==> config.mk <==
export PLATFORM = sky130hd
export DESIGN_NAME = ex
export DESIGN_NICKNAME = d
export VERILOG_FILES = /design/src/rtl/ex_pkg.sv /design/src/rtl/ex_mul_iter.sv /design/src/rtl/ex.sv
export SDC_FILE = /design/constraint.sdc
export NUM_CORES = 1
export LEC_CHECK = 0
export BUFFER_PORTS_ARGS = -buffer_cell sky130_fd_sc_hd__buf_2
export CAP_MARGIN = 25
export CORE_MARGIN = 4
export CORE_UTILIZATION = 40
export CTS_CLUSTER_SIZE = 8
export DETAILED_ROUTE_END_ITERATION = 16
export GPL_TIMING_DRIVEN = 0
export HOLD_SLACK_MARGIN = 0.08
export PLACE_DENSITY = 0.53
export SETUP_SLACK_MARGIN = 0.5
export SLEW_MARGIN = 20
export SYNTH_ARGS = -nofsm -noshare
export SYNTH_HDL_FRONTEND = slang
export SYNTH_SLANG_ARGS = --single-unit
export TNS_END_PERCENT = 1
==> constraint.sdc <==
create_clock -name clk -period 12.7 [get_ports clk]
set_input_delay 1.905 -clock clk [delete_from_list [all_inputs] [get_ports clk]]
set_output_delay 1.905 -clock clk [all_outputs]
set_load 0.02 [all_outputs]
==> src/rtl/ex_pkg.sv <==
// Shared constants for the execute stage: bus widths, ALU operation and
// result-class codes, write-enable levels and a small absolute-value helper.
package ex_pkg;

  localparam int unsigned RegWidth    = 32;
  localparam int unsigned AluOpWidth  = 8;
  localparam int unsigned AluSelWidth = 3;

  typedef logic [RegWidth-1:0]    reg_bus_t;
  typedef logic [AluOpWidth-1:0]  alu_op_bus_t;
  typedef logic [AluSelWidth-1:0] alu_sel_bus_t;

  localparam logic     WriteEnable  = 1'b1;
  localparam logic     WriteDisable = 1'b0;
  localparam reg_bus_t ZeroWord     = 32'h0000_0000;
  localparam logic     RstEnable    = 1'b1;

  // Operation codes (aluop_i)
  localparam alu_op_bus_t AluOpNop  = 8'h00;
  localparam alu_op_bus_t AluOpOr   = 8'h25;
  localparam alu_op_bus_t AluOpAnd  = 8'h24;
  localparam alu_op_bus_t AluOpXor  = 8'h26;
  localparam alu_op_bus_t AluOpLui  = 8'h0f;
  localparam alu_op_bus_t AluOpAdd  = 8'h20;
  localparam alu_op_bus_t AluOpSub  = 8'h22;
  localparam alu_op_bus_t AluOpSlt  = 8'h2a;
  localparam alu_op_bus_t AluOpSltu = 8'h2b;
  localparam alu_op_bus_t AluOpSll  = 8'h7c;
  localparam alu_op_bus_t AluOpSrl  = 8'h02;
  localparam alu_op_bus_t AluOpSra  = 8'h03;
  localparam alu_op_bus_t AluOpMul  = 8'h18;
  localparam alu_op_bus_t AluOpMulh = 8'h19;

  // Result classes (alusel_i)
  localparam alu_sel_bus_t AluSelNop   = 3'd0;
  localparam alu_sel_bus_t AluSelLogic = 3'd1;
  localparam alu_sel_bus_t AluSelShift = 3'd2;
  localparam alu_sel_bus_t AluSelArith = 3'd4;
  localparam alu_sel_bus_t AluSelMul   = 3'd5;
  localparam alu_sel_bus_t AluSelMulh  = 3'd6;

  // Magnitude of a two's-complement word; 0x80000000 maps to itself, which is
  // the correct unsigned magnitude.
  function automatic reg_bus_t abs32(input reg_bus_t v);
    return v[RegWidth-1] ? (~v + 32'd1) : v;
  endfunction

endpackage

==> src/rtl/ex_mul_iter.sv <==
// Iterative shift-add multiplier, one multiplier bit per cycle.
//   clk, rst   : clock, synchronous active-high reset (abandons any operation)
//   start      : multiply request, accepted only while idle
//   signed_op  : 1 = signed operands (magnitudes multiplied, sign applied at end)
//   a, b       : multiplicand, multiplier; sampled only on the accepting cycle
//   busy       : iterating (32 cycles)
//   done       : product valid this cycle; returns to idle next cycle
//   product    : 64-bit result, meaningful while done
module ex_mul_iter
  import ex_pkg::*;
(
  input  logic        clk,
  input  logic        rst,
  input  logic        start,
  input  logic        signed_op,
  input  logic [31:0] a,
  input  logic [31:0] b,
  output logic        busy,
  output logic        done,
  output logic [63:0] product
);

  typedef enum logic [1:0] {StIdle, StBusy, StDone} state_e;

  state_e      state_q, state_d;
  logic [63:0] mcand_q, mcand_d;
  logic [31:0] mplier_q, mplier_d;
  logic [63:0] acc_q, acc_d;
  logic [4:0]  cnt_q, cnt_d;
  logic        neg_q, neg_d;

  always_ff @(posedge clk) begin
    if (rst == RstEnable) begin
      state_q  <= StIdle;
      mcand_q  <= '0;
      mplier_q <= '0;
      acc_q    <= '0;
      cnt_q    <= '0;
      neg_q    <= 1'b0;
    end else begin
      state_q  <= state_d;
      mcand_q  <= mcand_d;
      mplier_q <= mplier_d;
      acc_q    <= acc_d;
      cnt_q    <= cnt_d;
      neg_q    <= neg_d;
    end
  end

  always_comb begin
    state_d  = state_q;
    mcand_d  = mcand_q;
    mplier_d = mplier_q;
    acc_d    = acc_q;
    cnt_d    = cnt_q;
    neg_d    = neg_q;
    case (state_q)
      StIdle: begin
        if (start) begin
          mcand_d  = {32'h0, signed_op ? abs32(a) : a};
          mplier_d = signed_op ? abs32(b) : b;
          neg_d    = signed_op & (a[31] ^ b[31]);
          acc_d    = '0;
          cnt_d    = '0;
          state_d  = StBusy;
        end
      end
      StBusy: begin
        if (mplier_q[0]) begin
          acc_d = acc_q + mcand_q;
        end
        mcand_d  = mcand_q << 1;
        mplier_d = mplier_q >> 1;
        cnt_d    = cnt_q + 5'd1;
        if (cnt_q == 5'd31) begin
          state_d = StDone;
        end
      end
      // Always leave DONE so a held instruction is never multiplied twice.
      StDone:  state_d = StIdle;
      default: state_d = StIdle;
    endcase
  end

  assign busy    = (state_q == StBusy);
  assign done    = (state_q == StDone);
  assign product = neg_q ? (~acc_q + 64'd1) : acc_q;

endmodule

==> src/rtl/ex.sv <==
// Execute stage of the RV32IM pipeline.
//   clk, rst    : clock, synchronous active-high reset (outputs forced to 0)
//   aluop_i     : operation code from ID/EX
//   alusel_i    : result class (NOP, LOGIC, SHIFT, ARITH, MUL, MULH)
//   reg1_i/2_i  : operands
//   wd_i/wreg_i : destination register / write enable
//   wd_o/wreg_o : destination to EX/MEM and the decode forwarding path
//   wdata_o     : result
//   stallreq_o  : hold PC, IF/ID and ID/EX while a multiply is in flight
module ex
  import ex_pkg::*;
(
  input  logic        clk,
  input  logic        rst,
  input  logic [7:0]  aluop_i,
  input  logic [2:0]  alusel_i,
  input  logic [31:0] reg1_i,
  input  logic [31:0] reg2_i,
  input  logic [4:0]  wd_i,
  input  logic        wreg_i,
  output logic [4:0]  wd_o,
  output logic        wreg_o,
  output logic [31:0] wdata_o,
  output logic        stallreq_o
);

  logic        is_mul;
  logic        is_mulh;
  logic        mul_busy;
  logic        mul_done;
  logic [63:0] mul_product;
  logic        stall;
  logic [4:0]  shamt;
  reg_bus_t    logic_res;
  reg_bus_t    shift_res;
  reg_bus_t    arith_res;
  reg_bus_t    result;

  assign is_mulh = (alusel_i == AluSelMulh);
  assign is_mul  = (alusel_i == AluSelMul) | is_mulh;
  assign shamt   = reg2_i[4:0];

  ex_mul_iter u_mul (
    .clk       (clk),
    .rst       (rst),
    .start     (is_mul),
    .signed_op (is_mulh),
    .a         (reg1_i),
    .b         (reg2_i),
    .busy      (mul_busy),
    .done      (mul_done),
    .product   (mul_product)
  );

  // Stall from the first cycle a multiply is seen until its DONE cycle.
  assign stall = mul_busy | (is_mul & ~mul_done);

  always_comb begin
    logic_res = ZeroWord;
    unique case (aluop_i)
      AluOpOr:  logic_res = reg1_i | reg2_i;
      AluOpAnd: logic_res = reg1_i & reg2_i;
      AluOpXor: logic_res = reg1_i ^ reg2_i;
      AluOpLui: logic_res = reg1_i;
      default:  logic_res = ZeroWord;
    endcase
  end

  always_comb begin
    shift_res = ZeroWord;
    unique case (aluop_i)
      AluOpSll: shift_res = reg1_i << shamt;
      AluOpSrl: shift_res = reg1_i >> shamt;
      AluOpSra: shift_res = reg_bus_t'($signed(reg1_i) >>> shamt);
      default:  shift_res = ZeroWord;
    endcase
  end

  always_comb begin
    arith_res = ZeroWord;
    unique case (aluop_i)
      AluOpAdd:  arith_res = reg1_i + reg2_i;
      AluOpSub:  arith_res = reg1_i - reg2_i;
      AluOpSlt:  arith_res = {31'h0, $signed(reg1_i) < $signed(reg2_i)};
      AluOpSltu: arith_res = {31'h0, reg1_i < reg2_i};
      default:   arith_res = ZeroWord;
    endcase
  end

  always_comb begin
    result = ZeroWord;
    case (alusel_i)
      AluSelLogic: result = logic_res;
      AluSelShift: result = shift_res;
      AluSelArith: result = arith_res;
      AluSelMul:   result = mul_done ? mul_product[31:0] : ZeroWord;
      AluSelMulh:  result = mul_done ? mul_product[63:32] : ZeroWord;
      default:     result = ZeroWord;
    endcase
  end

  always_comb begin
    wd_o       = 5'd0;
    wreg_o     = WriteDisable;
    wdata_o    = ZeroWord;
    stallreq_o = 1'b0;
    if (rst != RstEnable) begin
      wd_o       = wd_i;
      // Suppress forwarding of a partial product while stalled.
      wreg_o     = wreg_i & ~stall;
      wdata_o    = result;
      stallreq_o = stall;
    end
  end

endmodule
==> results_dict.tcl <==
set metrics [dict create \
    status "finished clean" \
    cts_root_buffer "clkbuf_16" \
    core_area_um2 52800 \
    path_buf_inv 8 \
    leakage_nw 9.36 \
    worst-setup-path-type "primary input to output pin" \
    yosys-top-cells-area "dfxtp_1 16%, ha_1 9.8%, nor2_1 6.5%, a21oi_1 5.7%, mux4_2 5.6%" \
    wire_per_inst_um 31.1 \
    startpoint "reg2_i[1]" \
    hold_viol 0 \
    via_per_inst 6.79 \
    min-delay-start "u_mul.mcand_q[0]" \
    clk_pin_slew_ns 0.06 \
    layout.nets 3330 \
    worstPathArrival_ns 8.05 \
    path_max_fanout 13 \
    cts_buffers 17 \
    ys_seq_elements 168 \
    drive_gt1_share_pct 9.03 \
    grt_usage_pct 39.3 \
    grt_first_pass_wirelength_um 166000 \
    cp-end-kind "output pin" \
    num_io_pins 122 \
    place.port_buffers 120 \
    setup-violations-final 0 \
    post_cts_resized 0 \
    dp_hpwl_um 96200 \
    finalWirelength_um 118000 \
    fin_skew_ns 0.0145 \
    critical_path.cell_chain "buf_2 > clkbuf_1 > buf_2 > inv_1 > clkbuf_1 > clkbuf_1 > ha_1 > nor3_1 > o31ai_1 > a21oi_1 > nor3_1 > o41ai_1 > buf_1 > a311o_1 > a21oi_1 > o21ba_2 > o221a_2 > o21ai_0 > buf_2" \
    synth_warnings 0 \
    htreeDepth 4 \
    hold_path.class "flop to flop" \
    synth_top_area_share_pct 15.7 \
    finalMaxSlewViolations 0 \
    fillers 5596 \
    slowest_stage "clkbuf_1" \
    synth_ff_type "dfxtp_1" \
    critPathTopFamily "buffers and inverters" \
    rows 84 \
    startpoint_type "primary input" \
    post-route-period-util_pct 78.4 \
    max_cap_violations 0 \
    syn2layout_area_growth_pct 9.85 \
    drcViolationCount 0 \
    synth_top_cell_by_area "dfxtp_1" \
    ys_seq_area_share_pct 15.7 \
    tritoncts "yes" \
    p_per_area_nw_per_um2 74.1 \
    first_pass_iters 8 \
    max_slew_margin_pct 24.0 \
    max_freq_mhz 100 \
    drt_iter0_markers 3537 \
    r2r-start "u_mul.acc_q[2]" \
    crit_required_ns 10.80 \
    netlist_instances 2933 \
    synth.distinct_cells 95 \
    initial_core_util_pct 40.6 \
    drtAntennaViolNets 0 \
    vias 25700 \
    synth.avg_cell_area_um2 7.31 \
    ir_worst_vdd_mv 0.0901 \
    final_util_pct 44.6 \
    max-clock-path-buffers 2 \
    fin_crit_ns 9.96 \
    synth_enable_flop_cells 0 \
    grt_max_degree 17 \
    setup_tns_ns 0 \
    die_height_um 240 \
    holdBufCountCts 0 \
    antenna_found_initial 10 \
    tightest_slew_ns 1.14 \
    synth_fp_nets 3187 \
    clk_latency_ns 0.45 \
    post_cts_buffers 0 \
    async_flop_share_pct 0 \
    gp_congestion 1.08 \
    grt_pass1_vias 23300 \
    synthesis.area_um2 21400 \
    cts.sinks 168 \
    rsz0062_at_grt "no" \
    grt_overflow 0 \
    die_w_um 240 \
    die-area_um2 57400 \
    cpPeakStageDelay_ns 0.84 \
]
-- worst paths after layout --
path | endpoint | slack, ns | cells after the start
worst max-delay path | wdata_o[27] | 2.74 | 19
worst min-delay path | u_mul.mcand_q[0] | 0.50 | 2
worst max register to register | u_mul.acc_q[57] | 8.46 | 11
worst min register to register | u_mul.mcand_q[0] | 0.50 | 2
-- metal layers --
| layer | track usage [%] | routed length (um) | vias to the layer above | part of all wire (%) |
|---|---|---|---|---|
| met5 | 0 | 38 | - | 0.032 |
| met1 | 51.5 | 46200 | 12300 | 39 |
| met3 | 9.74 | 13700 | 381 | 12 |
| li1 | - | - | 11200 | - |
| met4 | 21.6 | 8140 | 8 | 6.9 |
| met2 | 59.2 | 49500 | 1711 | 42 |
-- sequential cells by signal, summed over array words and instances, names as in the netlist --
register,count
u_mul.mcand_q,64
u_mul.state_q,2
u_mul.mplier_q,32
u_mul.neg_q,1
u_mul.acc_q,64
u_mul.cnt_q,5
-- cells in the final DEF (no fill, tap or decap), types with 62 or more instances in the layout --
master,instances
a2111oi_0,62
dfxtp_1,168
clkbuf_1,204
buf_2,132
xnor2_1,114
nand2_1,251
ha_1,168
a21oi_1,243
o21ai_0,200
nor2_1,369
xor2_1,73
inv_1,107
-- cells in the mapped netlist (11+ instances only) --
cell type / instances
nand4_1: 36
a21oi_1: 243
o21ai_0: 200
ha_1: 168
nor3_1: 55
mux2i_1: 47
xor2_1: 73
clkbuf_1: 203
o221ai_1: 13
a22oi_1: 19
o41ai_1: 14
o21bai_1: 24
nor2_1: 369
a22o_1: 44
inv_1: 107
xnor2_1: 114
nor4_1: 26
a221oi_1: 51
buf_1: 15
dfxtp_1: 168
o211ai_1: 36
a31oi_1: 37
a211oi_1: 37
and2_1: 16
mux4_2: 53
nand2_1: 251
buf_2: 11
o22ai_1: 43
a21o_1: 50
o31ai_1: 45
nor2b_1: 28
or3_1: 23
nand3_1: 51
a2111oi_0: 64
nand2b_1: 16
and3_1: 14
-- report_power, final --
group	leakage, nW	switching (mW)	internal [mW]
logic	7.71	0.448	0.196
registers	1.37	0.0213	0.551
clock network	0.286	0.243	0.287
-- worst reg2reg max path: cells and delay by family (launching register included) --
family	cells	cell delay (ns)
compound gates	8	2.85
flops	1	0.57
fa+ha+maj	1	0.28
simple gates	1	0.26
xor+xnor	1	0.16
-- metrics by stage --
| stage | power, mW | hold slack (ns) | worst slack (ns) | instance area (um^2) | cells |
|---|---|---|---|---|---|
| global placement | 1.19 | 0.472 | 2.82 | 22900 | 3741 |
| CTS | 1.72 | 0.495 | 2.94 | 23500 | 3775 |
| global route | 1.81 | 0.511 | 2.50 | 23500 | 3777 |
| finish | 1.75 | 0.496 | 2.74 | 23600 | 3779 |
| floorplan | 0.958 | 0.456 | 4.68 | 21400 | 2933 |
| detailed placement | 1.19 | 0.486 | 2.95 | 22900 | 3743 |
-- area by class of cell --
type                       instances  area (um^2)  area share, %
multi-input combinational       2419        16700           71.1
inverter                         111          417           1.77
tap                              688          861           3.66
clock inverter                    12          130          0.553
sequential                       168         3360           14.3
timing repair buffer             124          627           2.66
antenna                            2         5.00         0.0213
clock buffer                      20          457           1.94
buffer                           235          942           4.00
-- logic make-up (layout without fill, tap and decap cells) --
group                    Yosys count  after routing  synth area share, %
AO/OA/AOI/OAI                   1021           1021                 32.1
XOR/XNOR                         187            187                 7.64
adder cells (fa/ha/maj)          171            171                 10.1
buffers and inverters            346            502                 6.34
flip-flops                       168            168                 15.7
multiplexers                     103            103                 7.92
other                              0              2                    0
AND/OR/NAND/NOR                  937            937                 20.2
(Power assumes the default switching activity.)
